## src/rtl/acc_batch_pkg.sv

```systemverilog
// Shared definitions for the batch datapath stages (multiplier batch,
// accumulator batch).
//   batch_state_t : control state encoding shared by the batch FSMs
//   lane_lsb      : LSB position of lane 'lane' in a packed multi-lane bus
//   bus_width     : total width of a packed multi-lane bus
package acc_batch_pkg;

  typedef enum logic [1:0] {
    ST_IDLE  = 2'd0,
    ST_RUN   = 2'd1,
    ST_DRAIN = 2'd2
  } batch_state_t;

  function automatic int unsigned lane_lsb(input int unsigned lane,
                                           input int unsigned width);
    return lane * width;
  endfunction

  function automatic int unsigned bus_width(input int unsigned lanes,
                                            input int unsigned width);
    return lanes * width;
  endfunction

endpackage

```

## src/rtl/acc_lane.sv

```systemverilog
// Single-lane accumulator with clear and load-out.
// Ports:
//   clk, rst  : clock, asynchronous active-low reset
//   clear     : zero the running sum (output register keeps its value)
//   add_en    : add sign-extended din into the running sum
//   last      : with add_en, move acc+din into dout and restart the sum at 0
//   din       : signed input word (DATA_WIDTH)
//   dout      : output register (ACC_WIDTH)
module acc_lane #(
  parameter int unsigned DATA_WIDTH = 16,
  parameter int unsigned ACC_WIDTH  = 32
) (
  input  logic                         clk,
  input  logic                         rst,
  input  logic                         clear,
  input  logic                         add_en,
  input  logic                         last,
  input  logic signed [DATA_WIDTH-1:0] din,
  output logic        [ACC_WIDTH-1:0]  dout
);

  logic [ACC_WIDTH-1:0] acc;
  logic [ACC_WIDTH-1:0] din_ext;
  logic [ACC_WIDTH-1:0] sum;

  // din is signed, so the size cast sign-extends; the add wraps mod 2^ACC_WIDTH.
  assign din_ext = ACC_WIDTH'(din);
  assign sum     = acc + din_ext;

  always_ff @(posedge clk or negedge rst) begin
    if (!rst) begin
      acc  <= '0;
      dout <= '0;
    end else if (clear) begin
      acc <= '0;
    end else if (add_en) begin
      if (last) begin
        dout <= sum;
        acc  <= '0;
      end else begin
        acc <= sum;
      end
    end
  end

endmodule

```

## src/rtl/acc_batch.sv

```systemverilog
// Multi-lane batch accumulator. Sums num_reads_per_iter input groups per
// output group, producing num_iters output groups per configuration.
// Ports:
//   clk, rst            : clock, asynchronous active-low reset
//   configure           : one-cycle pulse, latches num_iters/num_reads_per_iter
//   num_iters           : output groups to produce (0 = stay idle)
//   num_reads_per_iter  : inputs summed per output group (0 treated as 1)
//   data_in/valid_in    : GROUP_SIZE signed lanes in, valid
//   avail_out           : input accepted this cycle when valid_in is high
//   data_out/valid_out  : GROUP_SIZE accumulated lanes out, valid
//   avail_in            : downstream accepts data_out this cycle
// ACC_WIDTH must be at least DATA_WIDTH.
module acc_batch
  import acc_batch_pkg::*;
#(
  parameter int unsigned GROUP_SIZE             = 4,
  parameter int unsigned DATA_WIDTH             = 16,
  parameter int unsigned ACC_WIDTH              = 32,
  parameter int unsigned LOG_MAX_ITERS          = 16,
  parameter int unsigned LOG_MAX_READS_PER_ITER = 16
) (
  input  logic                             clk,
  input  logic                             rst,
  input  logic                             configure,
  input  logic [LOG_MAX_ITERS-1:0]         num_iters,
  input  logic [LOG_MAX_READS_PER_ITER-1:0] num_reads_per_iter,
  input  logic [GROUP_SIZE*DATA_WIDTH-1:0] data_in,
  input  logic                             valid_in,
  output logic                             avail_out,
  output logic [GROUP_SIZE*ACC_WIDTH-1:0]  data_out,
  output logic                             valid_out,
  input  logic                             avail_in
);

  localparam logic [LOG_MAX_ITERS-1:0]          ONE_I = 1;
  localparam logic [LOG_MAX_READS_PER_ITER-1:0] ONE_R = 1;

  batch_state_t                      state;
  logic [LOG_MAX_ITERS-1:0]          iters_q;
  logic [LOG_MAX_ITERS-1:0]          iter_cnt;
  logic [LOG_MAX_READS_PER_ITER-1:0] reads_q;
  logic [LOG_MAX_READS_PER_ITER-1:0] read_cnt;

  logic accept;
  logic out_xfer;
  logic last_read;
  logic last_iter;

  // Accepting while a full output is leaving lets a drain and a load share a cycle.
  assign avail_out = (state == ST_RUN) && !configure && (!valid_out || avail_in);
  assign accept    = valid_in && avail_out;
  assign out_xfer  = valid_out && avail_in;
  assign last_read = (read_cnt == reads_q - ONE_R);
  assign last_iter = (iter_cnt == iters_q - ONE_I);

  always_ff @(posedge clk or negedge rst) begin
    if (!rst) begin
      state     <= ST_IDLE;
      iters_q   <= '0;
      reads_q   <= '0;
      iter_cnt  <= '0;
      read_cnt  <= '0;
      valid_out <= 1'b0;
    end else if (configure) begin
      iters_q   <= num_iters;
      reads_q   <= (num_reads_per_iter == '0) ? ONE_R : num_reads_per_iter;
      iter_cnt  <= '0;
      read_cnt  <= '0;
      valid_out <= 1'b0;
      state     <= (num_iters == '0) ? ST_IDLE : ST_RUN;
    end else begin
      // A load in the same cycle overrides the transfer's clear below.
      if (out_xfer) begin
        valid_out <= 1'b0;
      end
      if (accept) begin
        if (last_read) begin
          read_cnt  <= '0;
          iter_cnt  <= iter_cnt + ONE_I;
          valid_out <= 1'b1;
          if (last_iter) begin
            state <= ST_DRAIN;
          end
        end else begin
          read_cnt <= read_cnt + ONE_R;
        end
      end
      if ((state == ST_DRAIN) && out_xfer) begin
        state <= ST_IDLE;
      end
    end
  end

  for (genvar i = 0; i < GROUP_SIZE; i++) begin : g_lane
    acc_lane #(
      .DATA_WIDTH(DATA_WIDTH),
      .ACC_WIDTH (ACC_WIDTH)
    ) u_lane (
      .clk   (clk),
      .rst   (rst),
      .clear (configure),
      .add_en(accept),
      .last  (last_read),
      .din   (data_in[lane_lsb(i, DATA_WIDTH) +: DATA_WIDTH]),
      .dout  (data_out[lane_lsb(i, ACC_WIDTH) +: ACC_WIDTH])
    );
  end

endmodule

```

## config.mk

```make
export PLATFORM = sky130hd
export DESIGN_NAME = acc_batch
export DESIGN_NICKNAME = d
export VERILOG_FILES = /design/src/rtl/acc_batch_pkg.sv /design/src/rtl/acc_lane.sv /design/src/rtl/acc_batch.sv
export SDC_FILE = /design/constraint.sdc
export NUM_CORES = 1
export LEC_CHECK = 0
export BUFFER_PORTS_ARGS = -buffer_cell sky130_fd_sc_hd__buf_2
export CAP_MARGIN = 20
export CORE_MARGIN = 2
export CORE_UTILIZATION = 45
export DETAILED_ROUTE_END_ITERATION = 8
export GPL_TIMING_DRIVEN = 1
export PLACE_DENSITY = 0.74
export SYNTH_ARGS = -nofsm -noshare
export SYNTH_HDL_FRONTEND = slang
export SYNTH_HIERARCHICAL = 1
export SYNTH_SLANG_ARGS = --single-unit
```

## constraint.sdc

```tcl
create_clock -name clk -period 4.6 [get_ports clk]
set_input_delay 0.23 -clock clk [delete_from_list [all_inputs] [get_ports clk]]
set_output_delay 0.23 -clock clk [all_outputs]
set_load 0.005 [all_outputs]
```

* Yosys cells after proc, flatten, opt, wreduce, memory -nomap -nowiden
Cells that the tools add are included.
Storage, ports and cells: register bits after elaboration 323, bits of input ports 101, output and inout port bits 130, logic and storage cells 74
Operators by class: add/subtract/negate cells 8, equal/unequal tests 4, multiplexer cells 29, bitwise gates (word level) 1, reduce and logical (&&, ||, !) cells 18
Operators by type and width (count):
- two-way mux 32 bit | 12
- adder 32 bit | 4
- two-way mux 16 bit | 7
- adder 16 x 1 -> 16 bit, second input constant | 2
- == test 16 bit | 2
- logical NOT 16 bit | 2
- subtractor 16 x 1 -> 16 bit, second input constant | 2
- two-way mux 2 bit | 5
- nonzero test 3 bit | 3
- AND reduction 3 bit | 2
- logical AND 1 bit | 5
- two-way mux 1 bit | 5
- nonzero test 2 bit | 2
- == test 2 x 1 -> 1 bit, second input constant | 1
- == test 2 bit, second input constant | 1
- logical NOT 1 bit | 2
- AND reduction 2 bit | 1
- logical OR 1 bit | 1
- inverter 1 bit | 1

* Depth between registers and ports, before layout
depth in word-level cells 7, depth in mapped cells 14, gate-level depth less buffers 11

* By module
Netlist, hierarchy kept.
By module, submodules not included:
- acc_lane at g_lane[1].u_lane ... | times used 3, cells an instance 379, area each 3806.2 µm², sequential area each 1601.5 µm²
- acc_batch | times used 1, cells an instance 449, area each 4383.0 µm², sequential area each 1676.6 µm²
- acc_lane at g_lane[0].u_lane | times used 1, cells an instance 408, area each 3892.5 µm², sequential area each 1601.5 µm²

* Worst setup path before layout
Ideal clock, no wire load.
path type reg-to-reg, start register reads_q[5], end register g_lane[1].u_lane.acc[31], setup time 83 ps, arrival time 2987 ps, required time 4517 ps, path slack 1530 ps, stages on the path, launching flop included 12, buffers on the path 2, clock period less this slack 3070 ps, cell sequence dfrtp_1 or3_1 or4_1 o21ai_1 o31ai_1 and2_1 and4_1 buf_2 or3b_2 clkbuf_1 or3_1 o21ai_0
Between the ends: longest elaborated chain between the ends 5
Ends and longest elaborated chain:
- start, declared | RTL line acc_batch.sv:41 | logic [LOG_MAX_READS_PER_ITER-1:0] reads_q;
- start signal, assigned | RTL line acc_batch.sv:66 | reads_q <= (num_reads_per_iter == '0) ? ONE_R : num_reads_per_iter;
- subtractor 16 x 1 -> 16 bit | RTL line acc_batch.sv:53 | assign last_read = (read_cnt == reads_q - ONE_R);
- == test 16 bit | RTL line acc_batch.sv:53
- named net last_read | RTL line acc_batch.sv:46 | logic last_read;
- two-way mux 32 bit | RTL line acc_lane.sv:37 | if (last) begin
- two-way mux 32 bit | RTL line acc_lane.sv:36 | end else if (add_en) begin
- two-way mux 32 bit | RTL line acc_lane.sv:34 | end else if (clear) begin
- end signal, assigned | RTL line acc_lane.sv:41 | acc <= sum;
- end, declared | RTL line acc_lane.sv:22 | logic [ACC_WIDTH-1:0] acc;
The timed path passes the listed nets, and every way through them passes these cells. The select of a mux whose other input is x is not followed. A chain may end at the register's enable or synchronous reset.

* Worst setup path after layout
start register reads_q[2], end register g_lane[2].u_lane.dout[22]
Between the ends: longest elaborated chain between the ends 3
Ends and longest elaborated chain:
- subtractor 16 x 1 -> 16 bit | RTL line acc_batch.sv:53
- == test 16 bit | RTL line acc_batch.sv:53
- AND reduction 3 bit (no line)
- end signal, assigned | RTL line acc_lane.sv:38 | dout <= sum;
- end, declared | RTL line acc_lane.sv:19 | output logic [ACC_WIDTH-1:0] dout
Every way passes these cells.

==> metrics.md <==
| Metric | Value |
|---|---|
| Final Hold Fails | `0` |
| Total Routing Usage GR | `0.212` |
| Minimum clock period | `3760 ps` |
| Vias | `16,200` |
| P&R area growth vs syn | `16.4%` |
| DP Worst Slack | `about 840 ps` |
| Mapped Avg Cell Area | `9.88 um^2` |
| Util after Layout | `0.531` |
| Ys flop type | `dfrtp_1` |
| Setup TNS Final | `0 ps` |
| Filler Cells Inserted | `3,797` |
| DRT antenna net count | `0` |
| N_diodes | `0` |
| Syn Inst Count | `1,994` |
| Status | `completed` |
| Critical path's most frequent cell | `buf_4` |
| Ratio of cells with drive above 1 in the final layout | `0.211` |
| Die Height | `213 um` |
| Top cells by area, synth | `dfrtp_1, ha_1, o21ai_0` |
| Synthesized cell area | `0.0197 mm^2` |
| CTS tree | `built` |
| Reg2Reg Depth | `10` |
| Ys async rst share | `1.00` |
| Hold crit path type | `input pin to register` |
| Final setup fails | `0` |
| Clock Sinks | `323` |
| I/O pin count | `231` |
| Routed vias/inst | `5.69` |
| Yosys top cell area share | `0.410` |
| Setup crit end kind | `register` |
| CTS H-tree lvls | `2` |
| Reg2reg end | `g_lane[2].u_lane/dout[22]` |
| Nets | `2,473` |
| Dpl hpwl | `34,900 um` |
| WS Path Type | `register to register` |
| Initial Util | `0.456` |
| R2r setup slk | `840 ps` |
| Fmax | `266 MHz` |
| Die area | `0.0455 mm^2` |
| # port buffers | `230` |
| RSZ-0062 raised after global routing | `false` |
| Worst Hold Depth | `3` |
| Hold Path Origin | `data_in[32]` |
| Worst r2r src | `reads_q[2]` |
| Largest net degree at the start of global routing | `94` |
| CP Data Required Time | `~5000 ps` |
| Initial DRC Count | `1,062` |
| Drt wl/cell | `17.1 um` |
| Via count of the first global-routing pass | `15,900` |
| Max-slew headroom | `0.391` |
| Root buffer cell | `clkbuf_16` |
| Final period util | `0.817` |
| Post-Syn Nets | `2,227` |
| EDFF count, synth | `0` |
| Gr ovfl total | `0` |
| CP max-delay cell | `and4_1` |
| Post-route DRC | `0` |
| Startpoint class of the critical path | `register` |
| First-pass GRT wire length | `around 79,000 um` |
| Peak supply drop | `~0.25 mV` |
| Lkg Pwr | `11.4 nW` |
| Number of buffers created by CTS | `38` |
| Total power | `7.16 mW` |
| Worst path cell trace | `nor3_4 -> nand2_2 -> o31a_1 -> nor4_1 -> o211a_1 -> and4_1 -> buf_4 -> nand3b_2 -> buf_4 -> mux2_2` |
| PD cells | `312 mW/mm^2` |
| Pre-antenna DRT Iters | `7` |
| Antenna violations before repair | `0` |
| Synth unique cells | `99` |
| Clock tree buffer depth | `3` |
| Worst Hold Path EP | `g_lane[2].u_lane/acc[0]` |
| Worst-Margin Slew | `~910 ps` |
| Site Rows | `76` |
| Core ar. | `around 0.043 mm^2` |
| Max_cap viols | `0` |
| CTS clk-pin slew, worst paths | `60 ps` |
| Worst EP arrival | `4180 ps` |
| Cell taking the most area after synthesis | `dfrtp_1` |
| Final Max Tran Viols | `0` |
| Die W | `213 um` |
| Worst setup margin | `840 ps` |
| Routed WL | `between 40,000 and 50,000 um` |
| Slowest cell delay on critical path | `790 ps` |
| Clock latency on the worst-skew pair | `540 ps` |
| Register bit total from synthesis | `around 320` |
| PostCTS Resize Cnt | `0` |
| Setup Skew | `13.6 ps` |
| Crit path max fanout | `51` |
| CP Launch Point | `reads_q[2]` |
| Post-synthesis sequential area ratio | `0.410` |
| Worst hold margin | `approximately 63 ps` |
| Final Wtd Congestion | `0.924` |
| Yosys warnings | `6` |
[worst max-delay path, delay by kind of cell, from the launching register on]
| kind | cells | cell delay [ps] |
|---|---|---|
| simple gates | 5 | 1640 |
| compound gates | 2 | 600 |
| buf+inv | 2 | 560 |
| flops | 1 | 470 |
| mux | 1 | 330 |
[flip-flops by register name (all words and copies together), names as in the netlist]
signal / flops
valid_out: 1
read_cnt: 16
g_lane.u_lane/acc: 128
iters_q: 16
reads_q: 16
g_lane.u_lane/dout: 128
iter_cnt: 16
state: 2
[worst max-delay path by stage]
stage                                      endpoint  slack, ps  cells after the start
after detailed placement   g_lane[0].u_lane/acc[31]        840                     10
after CTS                  g_lane[0].u_lane/acc[31]        830                     10
after floorplan            g_lane[1].u_lane/acc[31]       1530                     11
after global routing       g_lane[0].u_lane/acc[31]        480                     10
final                     g_lane[2].u_lane/dout[22]        840                     10
after global placement     g_lane[2].u_lane/acc[31]        910                     10
[cells in the final DEF (no fill, tap or decap), types with 48 or more instances in the layout]
cell type	netlist	routed
o21ai_0	189	189
nor2_1	72	68
a21o_1	72	72
xor2_1	74	74
nand2_1	246	246
nand3_1	58	58
mux2_2	75	75
dfrtp_1	323	323
a21oi_1	100	100
buf_2	5	228
ha_1	128	128
a22o_1	48	48
xnor2_1	86	86
[synthesized netlist by cell type, types with 9 or more instances]
cell type  count
o21bai_1      14
nand2_1      246
a211oi_1      10
nand4_1       28
o21ai_0      189
xor2_1        74
and2_1        11
a21oi_1      100
mux2i_1       10
nor2b_1       19
clkbuf_1      58
or3_1         18
dfrtp_1      323
inv_1         39
nor3_1        19
nor2_1        72
ha_1         128
a31oi_1       26
o211ai_1       9
nand3_1       58
xnor2_1       86
nor4_1        17
a21o_1        72
or2_2          9
and4_1        10
mux2_2        75
and3_1        15
a22o_1        48
nand2b_1      12
o21ai_1       11
[logic make-up (layout without fill, tap and decap cells)]
| group | count (synthesis) | count (layout) | synth area share |
|---|---|---|---|
| AO/OA/AOI/OAI | 592 | 592 | 0.205 |
| multiplexers | 96 | 96 | 0.0550 |
| AND/OR/NAND/NOR | 574 | 574 | 0.144 |
| flip-flops | 323 | 323 | 0.410 |
| XOR/XNOR | 161 | 161 | 0.0723 |
| adder cells (fa/ha/maj) | 132 | 132 | 0.0854 |
| buffers and inverters | 116 | 388 | 0.0270 |
[cell type report]
| class | count | area, um^2 | share of cell area |
|---|---|---|---|
| Clock buffer | 58 | 1160 | 0.0506 |
| Clock inverter | 8 | 40.0 | 0.00175 |
| Inverter | 39 | 146 | 0.00638 |
| Multi-Input combinational cell | 1555 | 11100 | 0.485 |
| Sequential cell | 323 | 8080 | 0.353 |
| Tap cell | 585 | 732 | 0.0319 |
| Timing Repair Buffer | 283 | 1660 | 0.0724 |
[stage by stage]
stage | cell area [um^2] | instances
floorplan | 19700 | 1994
global placement | 21400 | 2751
detailed placement | 21400 | 2751
CTS | 22900 | 2851
global route | 22900 | 2851
finish | 22900 | 2851
[power breakdown]
part / internal (mW) / total [mW] / switching [mW]
logic: 0.502 / 1.24 / 0.740
clock network: 1.73 / 2.89 / 1.16
registers: 2.94 / 3.03 / 0.0897
total: 5.17 / 7.16 / 1.99
[timing repair]
| action | in CTS | in global routing |
|---|---|---|
| setup buffers | 0 | 0 |
| hold buffers | 34 | 0 |
| endpoints found under the setup margin | 0 | 0 |
| endpoints found under the hold margin | 122 | 0 |
[routing by layer]
metal | track usage | routed length, um
met5 | 0 | 0
met4 | 0.0754 | 1210
met3 | 0.0391 | 2650
met2 | 0.349 | 22900
met1 | 0.281 | 21900
No activity file was read; power rests on OpenSTA's default activity.
